===== src/rtl/pixel_write_arbiter.sv =====
// pixel_write_arbiter
//   Round-robin arbiter that lets one of N_REQ pixel producers own the VGA
//   adapter write port for a burst. In-range beats from the owner are
//   forwarded one cycle later as a plot pulse; out-of-range beats are dropped
//   and counted. A burst is capped at MAX_BURST accepted beats.
// Ports
//   clk, resetn        clock, asynchronous active-low reset
//   req                per-requester bus request
//   req_valid/last     per-requester beat valid / last beat of burst
//   req_x/req_y        packed 8-bit coordinates, requester i in [8i+7:8i]
//   req_colour         packed 3-bit colours, requester i in [3i+2:3i]
//   gnt                one-hot grant (all zero in IDLE)
//   x, y, colour, plot registered pixel write to the VGA adapter
//   owner              current or most recent grantee (round-robin pointer)
//   busy               high while a burst is in progress
//   drop_count         saturating count of clipped pixels
module pixel_write_arbiter #(
  parameter int N_REQ     = 4,
  parameter int MAX_BURST = 32,
  parameter int X_LIMIT   = 160,
  parameter int Y_LIMIT   = 120
) (
  input  logic                     clk,
  input  logic                     resetn,
  input  logic [N_REQ-1:0]         req,
  input  logic [N_REQ-1:0]         req_valid,
  input  logic [N_REQ-1:0]         req_last,
  input  logic [8*N_REQ-1:0]       req_x,
  input  logic [8*N_REQ-1:0]       req_y,
  input  logic [3*N_REQ-1:0]       req_colour,
  output logic [N_REQ-1:0]         gnt,
  output logic [7:0]               x,
  output logic [7:0]               y,
  output logic [2:0]               colour,
  output logic                     plot,
  output logic [$clog2(N_REQ)-1:0] owner,
  output logic                     busy,
  output logic [7:0]               drop_count
);

  localparam int OW = $clog2(N_REQ);
  localparam int CW = $clog2(MAX_BURST + 1);

  typedef enum logic {IDLE, BURST} state_t;

  typedef struct packed {
    logic [7:0] x;
    logic [7:0] y;
    logic [2:0] colour;
  } pix_t;

  state_t                         state;
  logic [CW-1:0]                  beat_cnt;
  logic [N_REQ-1:0][7:0]          lane_x;
  logic [N_REQ-1:0][7:0]          lane_y;
  logic [N_REQ-1:0][2:0]          lane_c;
  pix_t                           pix;
  logic                           accept;
  logic                           in_range;
  logic                           last_cap;
  logic [OW-1:0]                  rr_sel;
  logic [OW-1:0]                  rr_idx;
  logic                           rr_found;

  assign lane_x = req_x;
  assign lane_y = req_y;
  assign lane_c = req_colour;

  // Only the owner's lane matters; everyone else is ignored during a burst.
  assign pix      = '{x: lane_x[owner], y: lane_y[owner], colour: lane_c[owner]};
  assign accept   = (state == BURST) && req_valid[owner] && gnt[owner];
  assign in_range = (int'(pix.x) < X_LIMIT) && (int'(pix.y) < Y_LIMIT);
  // This accepted beat is the last one the burst is allowed.
  assign last_cap = (beat_cnt == CW'(MAX_BURST - 1));

  // Round-robin scan starting one past the previous owner, so the most
  // recent grantee has the lowest priority next time.
  always_comb begin
    rr_found = 1'b0;
    rr_sel   = owner;
    rr_idx   = owner;
    for (int k = 1; k <= N_REQ; k++) begin
      rr_idx = OW'((int'(owner) + k) % N_REQ);
      if (!rr_found && req[rr_idx]) begin
        rr_found = 1'b1;
        rr_sel   = rr_idx;
      end
    end
  end

  always_ff @(posedge clk or negedge resetn) begin
    if (!resetn) begin
      state      <= IDLE;
      gnt        <= '0;
      x          <= '0;
      y          <= '0;
      colour     <= '0;
      plot       <= 1'b0;
      owner      <= OW'(N_REQ - 1);
      busy       <= 1'b0;
      drop_count <= '0;
      beat_cnt   <= '0;
    end else begin
      // Pixel port defaults to quiet; only an accepted in-range beat writes.
      plot   <= 1'b0;
      x      <= '0;
      y      <= '0;
      colour <= '0;
      case (state)
        IDLE: begin
          if (rr_found) begin
            owner    <= rr_sel;
            gnt      <= N_REQ'(1) << rr_sel;
            busy     <= 1'b1;
            beat_cnt <= '0;
            state    <= BURST;
          end
        end
        BURST: begin
          if (accept) begin
            beat_cnt <= beat_cnt + 1'b1;
            if (in_range) begin
              plot   <= 1'b1;
              x      <= pix.x;
              y      <= pix.y;
              colour <= pix.colour;
            end else if (drop_count != 8'hFF) begin
              drop_count <= drop_count + 8'd1;
            end
            // req[owner] is irrelevant once a beat is accepted: the last flag
            // or the burst cap decides whether the burst ends.
            if (req_last[owner] || last_cap) begin
              gnt   <= '0;
              busy  <= 1'b0;
              state <= IDLE;
            end
          end else if (!req[owner]) begin
            gnt   <= '0;
            busy  <= 1'b0;
            state <= IDLE;
          end
        end
        default: state <= IDLE;
      endcase
    end
  end

endmodule

===== config.mk =====
export PLATFORM = sky130hd
export DESIGN_NAME = pixel_write_arbiter
export DESIGN_NICKNAME = d
export VERILOG_FILES = /design/src/rtl/pixel_write_arbiter.sv
export SDC_FILE = /design/constraint.sdc
export NUM_CORES = 1
export LEC_CHECK = 0
export BUFFER_PORTS_ARGS = -buffer_cell sky130_fd_sc_hd__buf_2
export CAP_MARGIN = 25
export CORE_MARGIN = 2
export CORE_UTILIZATION = 49
export CTS_CLUSTER_DIAMETER = 150
export DETAILED_ROUTE_END_ITERATION = 16
export HOLD_SLACK_MARGIN = 0.1
export PLACE_DENSITY = 0.86
export RECOVER_POWER = 100
export SYNTH_ARGS = -nofsm -noshare
export SYNTH_HDL_FRONTEND = slang
export SYNTH_SLANG_ARGS = --single-unit

===== constraint.sdc =====
create_clock -name clk -period 3.6 [get_ports clk]
set_input_delay 0.18 -clock clk [delete_from_list [all_inputs] [get_ports clk]]
set_output_delay 0.18 -clock clk [all_outputs]
set_load 0.01 [all_outputs]

==> results of run 1 <==
## how the worst max path moves through the flow
stage / from / endpoint / slack, ns / depth (start not counted)
after floorplan: owner[0] / colour[0] / 1.40 / 6
after global placement: owner[0] / x[4] / 0.96 / 4
after detailed placement: owner[0] / x[3] / 0.88 / 4
after CTS: owner[0] / x[3] / 0.86 / 4
after global routing: owner[0] / y[0] / 0.40 / 4
final: owner[1] / drop_count[1] / 0.59 / 5
## metrics by stage
step                      setup slack [ns]  cells
after global placement               0.957    381
after floorplan                       1.40    198
after CTS                            0.861    390
after detailed placement             0.884    381
final                                0.585    390
after global routing                 0.405    390
## repair_timing
| item | 4_1_cts | 5_1_grt |
|---|---|---|
| endpoints found under the hold margin | 40 | 0 |
| resized for setup | 0 | 0 |
| hold buffers | 1 | 0 |
## per-layer routing
metal	part of all wire	vias up
li1	-	980
met2	0.53	94
met3	0.070	8
met1	0.39	1039
met5	0	-
met4	0.011	0
## tightest hold or removal path, delay by kind of cell
family / cells / cell delay (ns)
compound gates: 1 / 0.08
buf+inv: 1 / 0.12
simple gates: 2 / 0.18
## flip-flops by register name (all words and copies together) (netlist names)
register / flops
drop_count: 8
x: 8
y: 8
beat_cnt: 6
gnt: 4
colour: 3
owner: 2
busy: 1
plot: 1
state: 1
## cells in the final DEF, fill, tap and decap left out, drive strengths merged, types with 2 or more instances in the layout
cell and instances:
nor2 11, ha 2, a31oi 3, dfstp 2, o22ai 3, dfrtp 40
mux2 2, nand2b 3, o21ai 3, a21oi 8, nand2 21, nor4 6
and2 22, nand4 3, buf 91, bufinv 2, o21a 2, mux2i 2
inv 3, mux4 23, xor2 9, xnor2 3, nand3 5, clkbuf 39
## Yosys cell counts (2+ instances only)
master,number
mux4_2,23
nor4_1,4
clkbuf_1,2
nand3_1,5
nand2b_1,3
buf_6,3
nand2_1,21
dfstp_2,2
xor2_1,9
ha_1,2
dfrtp_1,40
o21ai_0,3
o22ai_1,3
mux2i_1,2
buf_2,2
and2_1,22
a21oi_1,8
o21a_1,2
mux2_2,2
buf_1,2
a31oi_1,3
nor2_1,10
xnor2_1,3
nand4_1,3
inv_1,3
## kinds of logic (layout without fill, tap and decap cells)
family / count (synthesis) / after routing / synth area share
AO/OA/AOI/OAI: 26 / 26 / 0.0691
XOR/XNOR: 12 / 12 / 0.0436
adder cells (fa/ha/maj): 2 / 2 / 0.0104
buffers and inverters: 12 / 137 / 0.0291
flip-flops: 42 / 42 / 0.437
multiplexers: 27 / 27 / 0.233
other: 1 / 1 / 0.00156
AND/OR/NAND/NOR: 76 / 76 / 0.176
## power by group
| group | internal, W | total, W | switching (W) |
|---|---|---|---|
| Combinational | 0.000474 | 0.000914 | 0.000440 |
| Clock | 0.000278 | 0.000444 | 0.000166 |
| Sequential | 0.000581 | 0.000755 | 0.000174 |
| Total | 0.00133 | 0.00211 | 0.000780 |
## final cells by class
| class | count | area (um2) | area share |
|---|---|---|---|
| multi-input cells | 144 | 1280 | 0.404 |
| clock buffers | 5 | 68.8 | 0.0218 |
| inverters | 3 | 11.3 | 0.00356 |
| clock inverters | 3 | 68.8 | 0.0218 |
| well taps | 67 | 83.8 | 0.0265 |
| flip-flops and latches | 42 | 1050 | 0.333 |
| repair buffers | 126 | 596 | 0.189 |
==> reports/qor.yml, run 1 <==
min_path:
  worstHoldPathCells: 4
  hp-class: "input port to flip-flop"
  min_to: "gnt[0]"
  hp-start: "req[2]"
finish:
  layout.nets: 414
  drive_gt1_frac: 0.396
  syn_to_final_growth_pct: 31.2
  fin_area_um2: 3160
  final_util: 0.669
  fillerInstances: 375
  antenna_cells: 0
grt:
  met2_usage: 0.397
  grt.total_usage: 0.217
  antenna_found_initial: 0
  grt_max_degree: 43
  met1_usage: 0.251
  met3_usage: 0.0528
  grt_pass1_wl_um: 9010
  grt_remaining_overflow: 0
  grt_pass1_vias: 1994
  grt.busiest_layer: "met2"
logic_synthesis:
  ys.flop_type: "dfrtp_1"
  ys_seq_area_frac: 0.437
  avgSynthCellArea_um2: 12.2
  async_reset_ff_frac: 1.00
  synthesis.nets: 290
  synthCells: 198
  synth_top_area_frac: 0.416
  synth_warnings: 0
  yosysUniqueCellTypes: 41
  synth_edf_count: 0
  ys_ff_latch: 42
  synth_top_area_cell: "dfrtp_1"
  synth_area_leaders: "dfrtp_1 42%, mux4_2 22%, and2_1 5.7%, nand2_1 3.3%, xor2_1 3.3%"
  synth_area_um2: 2410
flow_run:
  maxCapViolations: 1
critical_path:
  slowest_stage: "dfstp_1"
  cp-start-kind: "flip-flop"
  r2r-start: "owner[1]"
  reg2reg_slack_ns: 0.59
  ff2ff_path_depth: 5
  critPathKind: "flip-flop to flip-flop"
  cp.required_ns: 3.78
  path_cells: "mux4_2, a41o_1, nor2_1, nor2_1, mux2_2"
  timing.rr.end: "drop_count[1]"
  cp_max_fo: 28
  slowest_delay_ns: 1.31
  end_kind: "flip-flop"
  crit_top_cell: "nor2_1"
  cp_num_buf_inv: 0
  worstPathArrival_ns: 3.20
  path_delay_family: "flip-flops"
floorplan:
  die_h_um: 74.1
  design.die.area_um2: 5490
  ioPinCount: 125
  initial_core_util: 0.510
  die-width_um: 74.1
  core_area_um2: 4720
  rows: 25
placement:
  dpl.hpwl_um: 4740
  dpl_cell_area_um2: 3060
  gp_congestion: 0.772
  portBuffers: 124
route:
  first_pass_iters: 5
  drt_iter0_markers: 132
  drc: 0
  wirelength_um: 6170
  ant_nets: 0
  wl_per_cell_um: 15.8
  dr_total_vias: 2121
  avgViaCountPerCell: 5.44
sta:
  relSlewSlack: -0.427
  worst_slew_pin_slew_ns: 2.14
  rsz0062_at_grt: "false"
  period_minus_slack_ns: 3.01
  period_share: 0.837
  tns_ns: 0
  slew_violations: 43
  hold-worst-slack_ns: 0.300
  finalHoldViolations: 0
  fmax_mhz: 332
  fin_skew_ns: 0.00717
  final-setup-viol-count: 0
pwr:
  p_per_area_nw_per_um2: 669
  ir_drop_uv: 402
  power_w: 0.00211
  p_leak_nw: 1.46
clocking:
  insertion_delay_ns: 0.30
  path_clk_slew_ns: 0.08
  cts_buffers: 5
  clock-sinks: 42
  ctsLongestPathBuffers: 2
  cts_setup_buffers: 0
  htree_levels: 2
  cts_tree: "yes"
  cts_root_buf: "clkbuf_8"
status:
  failed_checks: "capacitance limit, slew limit"
  status: "finished, violations left"
Power figures use the tool's default switching activity.
==> run 2: changes to the inputs <==
--- a/config.mk
+++ b/config.mk
@@ -5,14 +5,15 @@
 export SDC_FILE = /design/constraint.sdc
 export NUM_CORES = 1
 export LEC_CHECK = 0
+export ABC_AREA = 1
 export BUFFER_PORTS_ARGS = -buffer_cell sky130_fd_sc_hd__buf_2
 export CAP_MARGIN = 25
 export CORE_MARGIN = 2
-export CORE_UTILIZATION = 49
+export CORE_UTILIZATION = 43
 export CTS_CLUSTER_DIAMETER = 150
 export DETAILED_ROUTE_END_ITERATION = 16
 export HOLD_SLACK_MARGIN = 0.1
-export PLACE_DENSITY = 0.86
+export PLACE_DENSITY = 0.77
 export RECOVER_POWER = 100
 export SYNTH_ARGS = -nofsm -noshare
 export SYNTH_HDL_FRONTEND = slang
==> constraint.sdc (replaced) <==
create_clock -name clk -period 2.45 [get_ports clk]
set_input_delay 0.1225 -clock clk [delete_from_list [all_inputs] [get_ports clk]]
set_output_delay 0.1225 -clock clk [all_outputs]
set_load 0.01 [all_outputs]
==> reports/qor.yml, run 2 <==
sta:
  slew_violations: 0
  worst_slew_pin_slew_ns: 0.996
  relSlewSlack: 0.336
  tns_ns: 0
  fin_skew_ns: 0.00725
  rsz0062_at_grt: "false"
  period_share: 0.890
  final-setup-viol-count: 0
  fmax_mhz: 459
  period_minus_slack_ns: 2.18
  finalHoldViolations: 0
route:
  avgViaCountPerCell: 4.93
  drt_iter0_markers: 87
  first_pass_iters: 4
  dr_total_vias: 2936
  wirelength_um: 7430
  drc: 0
  wl_per_cell_um: 12.5
  ant_nets: 0
clocking:
  clock-sinks: 42
  insertion_delay_ns: 0.31
  htree_levels: 2
  path_clk_slew_ns: 0.09
  cts_buffers: 5
  cts_root_buf: "clkbuf_8"
  cts_tree: "yes"
  cts_repair_resize_count: 0
  ctsLongestPathBuffers: 2
pwr:
  p_leak_nw: 1.90
  power_w: 0.00346
  ir_drop_uv: 564
  p_per_area_nw_per_um2: 995
floorplan:
  initial_core_util: 0.447
  design.die.area_um2: 7260
  die-width_um: 85.2
  die_h_um: 85.2
  core_area_um2: 6350
  ioPinCount: 125
  rows: 29
logic_synthesis:
  async_reset_ff_frac: 1.00
  yosysUniqueCellTypes: 36
  ys_seq_area_frac: 0.371
  yosysMostFrequentCell: "nand2_1"
  synth_top_area_frac: 0.353
  synth_area_um2: 2840
  synth_warnings: 0
  avgSynthCellArea_um2: 7.09
  synth_top_area_cell: "dfrtp_1"
  ys.flop_type: "dfrtp_1"
  synthCells: 400
  ys_ff_latch: 42
  synthesis.nets: 492
  yosys-top-cells-count: "99 x nand2_1, 68 x nor2_1, 40 x dfrtp_1"
  synth_area_leaders: "dfrtp_1 35%, nand2_1 13%, nor2_1 9.0%, o21ai_0 6.7%, nand3_1 5.5%"
  synth_edf_count: 0
critical_path:
  cp-start-kind: "flip-flop"
  r2r-start: "owner[0]"
  critPathKind: "flip-flop to flip-flop"
  startpoint: "owner[0]"
  cp_max_fo: 51
  worstPathArrival_ns: 2.39
  end_kind: "flip-flop"
  cp.required_ns: 2.66
grt:
  grt.total_usage: 0.207
  grt_pass1_vias: 2700
  grt_max_degree: 52
  antenna_found_initial: 0
  grt_remaining_overflow: 0
  grt_pass1_wl_um: 12200
finish:
  largestRegisters: "drop_count: 8 flops, x: 8 flops, y: 8 flops"
  fillerInstances: 619
  syn_to_final_growth_pct: 22.5
  final_cell_mix: "101 x nand2_1, 90 x buf_2, 73 x nor2_1"
  final_common_cell: "nand2_1"
  layout.nets: 610
  multiInputGateArea_um2: 1470
  antenna_cells: 0
  register_area_um2: 1050
  drive_gt1_frac: 0.258
placement:
  portBuffers: 124
  gp_congestion: 0.898
  dpl.hpwl_um: 5620
flow_run:
  maxCapViolations: 0
min_path:
  hp-class: "input port to async pin"
status:
  status: "complete, no violations"
## run 2: changes by cell type after synthesis, sizes merged, moves of 9 or more
cell	delta
nand2	+90
nor2	+68
o21ai	+42
inv	+32
nand3	+28
mux4	-23
and2	-22
o22ai	+9
## run 2: area by class of cell
type | instances | area share
clock buffers | 5 | 0.0198
clock inverters | 3 | 0.00720
inverters | 35 | 0.0396
multi-input cells | 304 | 0.423
flip-flops and latches | 42 | 0.303
well taps | 77 | 0.0277
repair buffers | 130 | 0.179
## run 2: repair_timing
item | CTS | global route
endpoints found under the hold margin | 40 | 0
buffers inserted | 0 | 0
hold buffers | 1 | 0
## run 2: critical path, stage by stage (launching register included)
cell	delay, ns
dfstp_2	0.65
inv_6	0.17
nand2_1	0.10
nand2_1	0.09
nand2_1	0.10
nand2_1	0.13
nor2_4	0.14
nand3_1	0.09
nand2_2	0.22
inv_1	0.13
o21ai_0	0.26
## run 2: worst paths after layout
kind	to	slack, ns	cells past startpoint
worst max-delay path	owner[1]	0.27	10
worst min register to register	busy	0.48	2
max in group asynchronous	drop_count[2]	1.07	3
worst min-delay path	gnt[3]	0.17	2
min in group clk	y[0]	0.18	5
worst max register to register	owner[1]	0.27	10
## run 2: cells by family after synthesis
logic type	after synthesis	share of synthesized area
fa+ha+maj	2	0.00882
flops	42	0.371
buf+inv	54	0.101
compound gates	62	0.126
xor+xnor	7	0.0216
simple gates	232	0.370
other cells	1	0.00132
## run 2: through the flow
| stage | std cells | worst slack (ns) | hold WS, ns | area, um2 | utilization |
|---|---|---|---|---|---|
| after CTS | 595 | 0.313 | 0.178 | 3540 | 0.557 |
| after floorplan | 400 | 0.715 | -0.173 | 2840 | - |
| after detailed placement | 586 | 0.341 | 0.330 | 3430 | 0.541 |
| final | 596 | 0.269 | 0.167 | 3470 | 0.547 |
| after global routing | 596 | 0.0914 | 0.182 | 3470 | 0.547 |
| after global placement | 586 | 0.383 | 0.317 | 3430 | 0.541 |
## run 2: where the power goes
group / internal (W) / leakage [nW] / total, W / switching [W]
clock network: 0.000206 / 0.0447 / 0.000476 / 0.000270
logic: 0.000668 / 1.29 / 0.00207 / 0.00140
registers: 0.000811 / 0.565 / 0.000908 / 0.0000971
total: 0.00169 / 1.90 / 0.00346 / 0.00177
## run 2: metal layers
metal  GRT usage  wire [um]  share of wire
met5           0          0              0
met4      0.0606        123          0.017
met3      0.0389        504          0.068
met2       0.362       3580           0.48
met1       0.261       3220           0.43
==> run 3: changes to the inputs <==
--- a/config.mk
+++ b/config.mk
@@ -15,6 +15,7 @@
 export HOLD_SLACK_MARGIN = 0.1
 export PLACE_DENSITY = 0.77
 export RECOVER_POWER = 100
+export REMOVE_ABC_BUFFERS = 1
 export SYNTH_ARGS = -nofsm -noshare
 export SYNTH_HDL_FRONTEND = slang
 export SYNTH_SLANG_ARGS = --single-unit
==> constraint.sdc (replaced) <==
create_clock -name clk -period 2.45 [get_ports clk]
set_input_delay 0.3675 -clock clk [delete_from_list [all_inputs] [get_ports clk]]
set_output_delay 0.3675 -clock clk [all_outputs]
set_load 0.01 [all_outputs]
==> reports/qor.yml, run 3 (synthesis gave the netlist of run 2 again) <==
grt:
  grt_remaining_overflow: 0
  grt.total_usage: 0.195
  grt_pass1_wl_um: 11700
  antenna_found_initial: 0
  grt_pass1_vias: 2795
  grt_max_degree: 52
finish:
  antenna_cells: 0
  final_cell_mix: "99 x nand2_1, 91 x buf_2, 71 x nor2_1"
  fin_area_um2: 3460
  syn_to_final_growth_pct: 22.0
  drive_gt1_frac: 0.264
  final_common_cell: "nand2_1"
  largestRegisters: "drop_count: 8 flops, x: 8 flops, y: 8 flops"
  layout.nets: 607
  final-instance-count-excl-fill: 593
critical_path:
  cp_max_fo: 31
  r2r-start: "owner[0]"
  path_cells: "buf_4, nand2_1, o21a_2, nand2_4, nand2_4, nor2_2, nand2_2, nand2_1, nand2_1"
  slowest_delay_ns: 0.59
  end_kind: "flip-flop"
  slowest_stage: "dfstp_2"
  ff2ff_path_depth: 9
  reg2reg_slack_ns: 0.25
  path_delay_family: "simple AND/OR/NAND/NOR gates"
  cp_num_buf_inv: 1
  crit_top_cell: "nand2_1"
  timing.rr.end: "drop_count[6]"
  cp.required_ns: 2.64
  cp-start-kind: "flip-flop"
  critPathKind: "flip-flop to flip-flop"
  worstPathArrival_ns: 2.39
pwr:
  p_leak_nw: 1.89
  ir_drop_uv: 489
  p_per_area_nw_per_um2: 976
min_path:
  hp-class: "input port to async pin"
sta:
  fmax_mhz: 456
  period_minus_slack_ns: 2.20
  final-setup-viol-count: 0
  fin_ws_ns: 0.255
  finalHoldViolations: 0
  slew_violations: 0
  period_share: 0.896
  hold-worst-slack_ns: 0.199
  relSlewSlack: 0.397
  worst_slew_pin_slew_ns: 0.905
  tns_ns: 0
  fin_skew_ns: 0.00352
  rsz0062_at_grt: "false"
clocking:
  htree_levels: 2
  cts_root_buf: "clkbuf_8"
  cts_buffers: 5
  insertion_delay_ns: 0.29
  cts_tree: "yes"
  cts_setup_buffers: 0
  ctsHoldBuffers: 0
  cts_repair_resize_count: 0
  clock-sinks: 42
  ctsLongestPathBuffers: 2
  path_clk_slew_ns: 0.08
route:
  drt_iter0_markers: 129
  wl_per_cell_um: 11.7
  dr_total_vias: 2912
  ant_nets: 0
  avgViaCountPerCell: 4.91
  wirelength_um: 6910
  first_pass_iters: 4
  drc: 0
placement:
  dpl.hpwl_um: 5160
  gp_congestion: 0.802
  portBuffers: 124
  pre_cts_slack_ns: 0.320
  dpl_cell_area_um2: 3430
  dpl.cell_count: 585
flow_run:
  maxCapViolations: 0
floorplan:
  die_h_um: 85.2
  core_area_um2: 6350
  initial_core_util: 0.447
  design.die.area_um2: 7260
  ioPinCount: 125
  rows: 29
  die-width_um: 85.2
status:
  status: "complete, no violations"
-- run 3: cell count changes in the layout (fill, tap and decap cells not counted), moves of 2 or more --
cell and change:
nor2_1 -2, nand2_2 +2, nor2_2 +3, nand2_1 -2
-- run 3: power breakdown --
part           leakage, nW  internal (W)  total (W)  switching (W)
logic                 1.28      0.000666    0.00203        0.00137
registers            0.565      0.000811   0.000901      0.0000909
clock network       0.0441      0.000200   0.000444       0.000244
total                 1.89       0.00168    0.00338        0.00170
-- run 3: per-layer routing --
metal  track usage  wire, um  vias up
met5             0         0        -
met4        0.0476        77        0
met3        0.0389       482        8
met2         0.365      3450       92
met1         0.227      2900     1314
li1              -         -     1498
-- run 3: final cells by class --
cell class	instances	area, um2
fillers	666	2890
multi-input cells	304	1480
flip-flops and latches	42	1050
repair buffers	127	602
inverters	35	139
well taps	77	96.3
clock buffers	5	68.8
clock inverters	3	21.3
-- run 3: worst max-delay path by stage --
stage | slack, ns | cells after the start | endpoint | from
CTS | 0.29 | 8 | x[6] | owner[0]
global placement | 0.39 | 8 | x[2] | owner[0]
global route | 0.06 | 11 | gnt[1] | owner[0]
floorplan | 0.18 | 7 | colour[2] | owner[0]
finish | 0.25 | 9 | drop_count[6] | owner[0]
detailed placement | 0.32 | 8 | x[6] | owner[0]
-- run 3: per-stage QoR --
step	utilization	total power, W
after floorplan	-	0.00244
after global placement	0.540	0.00294
after detailed placement	0.540	0.00300
after CTS	0.554	0.00345
after global routing	0.545	0.00373
final	0.545	0.00338
-- run 3: worst register-to-register path, delay by kind of cell (launching register included) --
family / cells / cell delay [ns]
compound gates: 1 / 0.26
buf+inv: 1 / 0.31
flops: 1 / 0.59
simple gates: 7 / 0.94
